--- src/rtl/mult_unit.sv ---
// mult_unit: signed 32x32 shift-add multiplier committing to HI/LO with MFHI/MFLO read and PC stall
module mult_unit (
    input  logic        clk,
    input  logic        reset_n,
    input  logic        start_mult,
    input  logic [31:0] srca,
    input  logic [31:0] srcb,
    input  logic        mfhi_sel,
    input  logic        mflo_sel,
    output logic [31:0] hi,
    output logic [31:0] lo,
    output logic [31:0] mf_data,
    output logic        busy,
    output logic        done,
    output logic        stall
);
    typedef enum logic [1:0] {IDLE, RUN, FIX} state_t;
    state_t      r_state, w_next;
    logic [63:0] r_acc, r_mcand, w_prod;
    logic [31:0] r_mplier, w_mag_a, w_mag_b;
    logic [5:0]  r_cnt;
    logic        r_neg, r_done;
    assign w_mag_a = srca[31] ? -srca : srca;
    assign w_mag_b = srcb[31] ? -srcb : srcb;
    assign w_prod  = r_neg ? -r_acc : r_acc;
    assign busy    = r_state != IDLE;
    assign done    = r_done;
    assign stall   = busy & (start_mult | mfhi_sel | mflo_sel);
    assign mf_data = mfhi_sel ? hi : mflo_sel ? lo : 32'd0;
    always_comb begin
        w_next = r_state;
        w_next = (r_state == IDLE) ? (start_mult ? RUN : IDLE) :
                 (r_state == RUN)  ? ((r_cnt == 6'd31) ? FIX : RUN) : IDLE;
    end
    always_ff @(posedge clk) begin
        if (!reset_n) r_state <= IDLE;
        else          r_state <= w_next;
    end
    always_ff @(posedge clk) begin
        if (!reset_n) begin
            hi     <= 32'd0;
            lo     <= 32'd0;
            r_acc  <= 64'd0;
            r_cnt  <= 6'd0;
            r_done <= 1'b0;
        end else begin
            r_done <= r_state == FIX;
            if (r_state == IDLE && start_mult) begin
                r_mcand  <= {32'd0, w_mag_a};
                r_mplier <= w_mag_b;
                r_neg    <= srca[31] ^ srcb[31];
                r_acc    <= 64'd0;
                r_cnt    <= 6'd0;
            end else if (r_state == RUN) begin
                if (r_mplier[0]) r_acc <= r_acc + r_mcand;
                r_mcand  <= r_mcand << 1;
                r_mplier <= r_mplier >> 1;
                r_cnt    <= r_cnt + 6'd1;
            end else if (r_state == FIX) begin
                {hi, lo} <= w_prod;
            end
        end
    end
endmodule

--- config.mk ---
export PLATFORM = sky130hd
export DESIGN_NAME = mult_unit
export DESIGN_NICKNAME = d
export VERILOG_FILES = /design/src/rtl/mult_unit.sv
export SDC_FILE = /design/constraint.sdc
export NUM_CORES = 1
export LEC_CHECK = 0
export ABC_CLOCK_PERIOD_IN_PS = 4100
export CAP_MARGIN = 20
export CORE_UTILIZATION = 28
export CTS_CLUSTER_SIZE = 40
export DETAILED_ROUTE_END_ITERATION = 16
export PLACE_DENSITY = 0.44
export SLEW_MARGIN = 10
export SYNTH_ARGS = -nofsm -noshare
export SYNTH_HDL_FRONTEND = slang
export SYNTH_SLANG_ARGS = --single-unit
export TNS_END_PERCENT = 100
--- constraint.sdc ---
create_clock -name clk -period 4.1 [get_ports clk]
set_clock_uncertainty 0.05 [all_clocks]
set_input_delay 0.82 -clock clk [delete_from_list [all_inputs] [get_ports clk]]
set_output_delay 0.82 -clock clk [all_outputs]
set_load 0.005 [all_outputs]
==> results.json <==
{
  "synth-main-ff-cell": "dfxtp_1",
  "core_sq_mm": 0.0540,
  "rsz0062_at_grt": "false",
  "reg2reg_to": "r_acc[58]",
  "die_h_um": 236,
  "r2r-start": "r_mcand[0]",
  "grt_pass1_vias": 13300,
  "reg2reg_slack_ns": 0.20,
  "syn_to_final_growth_pct": 25.9,
  "hold_class": "reg -> reg",
  "die_x_um": 236,
  "drt_iter0_drc": 978,
  "synth_top_area_share_pct": 19.0,
  "synth-edff-count": 97,
  "antennaDiodeCount": 0,
  "viasPerCell": 5.07,
  "crit_family": "compound AO/OA/AOI/OAI gates",
  "async_reset_ff_share_pct": 0,
  "finalPower_mw": 6.79,
  "relSlewSlack_pct": 30.2,
  "dpl-instance-area_sq_mm": 0.0182,
  "globalRouteMet3Util_pct": 1.86,
  "ys_top_cells_by_area": "edfxtp_1 (19%), dfxtp_1 (18%), nand2_1 (9.3%)",
  "grt-ovfl-total": 0,
  "clk_pin_slew_ns": 0.06,
  "ys_seq_area_share_pct": 36.8,
  "grt_first_pass_wirelength_mm": 77.0,
  "powerDensity_mw_per_mm2": 351,
  "ant_nets": 0,
  "numClockSinks": 234,
  "ys.warnings.count": 0,
  "num_io_pins": 168,
  "dieArea_sq_mm": 0.0558,
  "end_kind": "flip-flop",
  "postSynthAreaPerCell_sq_um": 8.28,
  "syn-num-nets": 1992,
  "cap_violations": 0,
  "stdcell_area_sq_mm": 0.0193,
  "slew_viol_final": 0,
  "fin_crit_ns": 3.90,
  "route.vias.total": 14000,
  "layout_commonest_cell": "nand2_1",
  "period_share_pct": 95.1,
  "drc": 0,
  "wirelength_mm": 48.8,
  "drive_above_1_share_pct": 8.26,
  "whs_endpoint": "r_state[1]",
  "antenna_found_initial": 0,
  "hold_violations": 0,
  "timing.critical_path.buf_inv": 2,
  "syn-instance-count": 1855,
  "grtUsageMet2_pct": 25.8,
  "path_cells": "ha_1 -> fa_1 -> a211oi_1 -> o21ai_0 -> a21oi_1 -> a2111oi_2 -> o2111ai_1 -> buf_4 -> a2111oi_2 -> buf_4 -> o21ai_0 -> nand2_1 -> a2111o_1 -> o211ai_1",
  "drtPass1Iterations": 5,
  "dp_hpwl_mm": 37.6,
  "outcome": "finished clean",
  "grt_max_degree": 149,
  "grt_use_met1_pct": 25.9,
  "start_kind": "flip-flop",
  "yosysTopAreaCell": "edfxtp_1",
  "cts_max_path_buffers": 3,
  "rows": 85,
  "reg2regPathDepth": 14,
  "busiest_layer": "met1",
  "critPathArrivalTime_ns": 4.35,
  "final_cell_mix": "nand2_1 (380), o21ai_0 (201), clkdlybuf4s50_1 (165)",
  "min_path_cells": 1,
  "worstPathRequired_ns": 4.55,
  "slowest_stage": "o21ai_0",
  "finalSetupViolations": 0,
  "portBuffers": 167,
  "syn_area_sq_mm": 0.0154,
  "fmax_mhz": 257,
  "critPathMaxStageDelay_ns": 0.47,
  "cp_max_fo": 4,
  "tightest_slew_ns": 1.05,
  "wl_per_cell_um": 17.7,
  "path_class": "reg -> reg",
  "ir_worst_vdd_mv": 0.288,
  "ys_seq_elements": 234,
  "p_leak_nw": 8.04,
  "start_util_pct": 28.4,
  "place_congestion": 0.881,
  "htree_levels": 1,
  "clock_latency_ns": 0.58,
  "final_nets": 2172,
  "cts_buffers": 30,
  "grt_use_total_pct": 17.1,
  "worstHoldStart": "r_cnt[5]",
  "synth_cell_types": 69,
  "root_buffer": "clkbuf_16",
  "cts_tree": "built"
}
-- stage by stage --
step	cells	hold WS [ns]	setup WS [ns]	util, %	TNS, ns
3_3_place_gp	2696	0.413	-0.460	33.7	-2.03
6_report	2755	0.422	0.202	35.8	0
2_1_floorplan	1855	0.380	0.297	-	0
5_1_grt	2755	0.458	0.0268	35.8	0
4_1_cts	2753	0.424	0.0416	35.7	0
3_5_place_dp	2697	0.413	-0.398	33.7	-1.75
-- flip-flops by register name, summed over array words and instances, names as in the netlist --
| name | flops |
|---|---|
| r_acc | 64 |
| r_mcand | 64 |
| hi | 32 |
| lo | 32 |
| r_mplier | 32 |
| r_cnt | 6 |
| r_state | 2 |
| done | 1 |
| r_neg | 1 |
-- what timing repair did --
action / in CTS / in global routing
buffers inserted: 0 / 0
endpoints found under the setup margin: 1 / 1
resized for setup: 2 / 2
endpoints found under the hold margin: 0 / 0
hold buffers: 0 / 0
-- synth_stat cells (28+ instances only) --
library cell  instances
a21o_1               36
a21oi_1             124
and2_1               53
clkbuf_1            102
dfxtp_1             137
edfxtp_1             97
ha_1                 67
nand2_1             381
nand4_1              33
nor2_1               66
o211a_1              45
o21ai_0             201
o31ai_1              41
or3_1                28
xnor2_1              44
xor2_1              129
-- worst max-delay path by stage --
stage,from,to,slack (ns),cells after the start
finish,r_mcand[0],r_acc[58],0.20,14
CTS,r_mcand[0],r_acc[62],0.04,14
floorplan,srca[8],r_mcand[26],0.30,9
detailed placement,srca[8],r_mcand[26],-0.40,11
global route,r_mcand[0],r_acc[58],0.03,14
global placement,srca[8],r_mcand[26],-0.46,11
-- worst register-to-register path: cells and delay by family, from the launching register on --
| family | cells | cell delay, ns |
|---|---|---|
| AO/OA/AOI/OAI | 9 | 2.16 |
| adder cells (fa/ha/maj) | 2 | 0.68 |
| flip-flops | 1 | 0.44 |
| buffers and inverters | 2 | 0.32 |
| AND/OR/NAND/NOR | 1 | 0.16 |
-- power breakdown --
part / leakage [nW] / switching (mW) / internal, mW / total (mW)
Combinational: 5.47 / 0.740 / 0.486 / 1.23
Clock: 0.543 / 1.11 / 1.81 / 2.92
Sequential: 2.03 / 0.0825 / 2.55 / 2.63
Total: 8.04 / 1.93 / 4.85 / 6.79
-- layout make-up --
class,instances,area (sq um)
sequential,234,5660
tap,696,871
timing repair buffer,258,2400
multi-input combinational,1489,9240
inverter,22,82.6
fill,5602,34700
clock buffer,40,880
clock inverter,16,215
-- routing by layer --
metal,vias to the layer above,routed length [um]
met5,-,0
met4,0,808
met3,54,2030
met2,299,20400
met1,6564,25500
li1,7057,-
-- logic make-up (layout without fill, tap and decap cells) --
group / Yosys count / count (layout) / synth area share (%)
adders and majority gates: 68 / 68 / 5.59
xor gates and xnor gates: 173 / 173 / 9.87
muxes: 7 / 7 / 0.456
DFF: 234 / 234 / 36.8
buffers and inverters: 132 / 336 / 3.27
AOI/OAI and AO/OA: 560 / 560 / 23.2
and+or+nand+nor: 681 / 681 / 20.8
(Power assumes the default switching activity.)
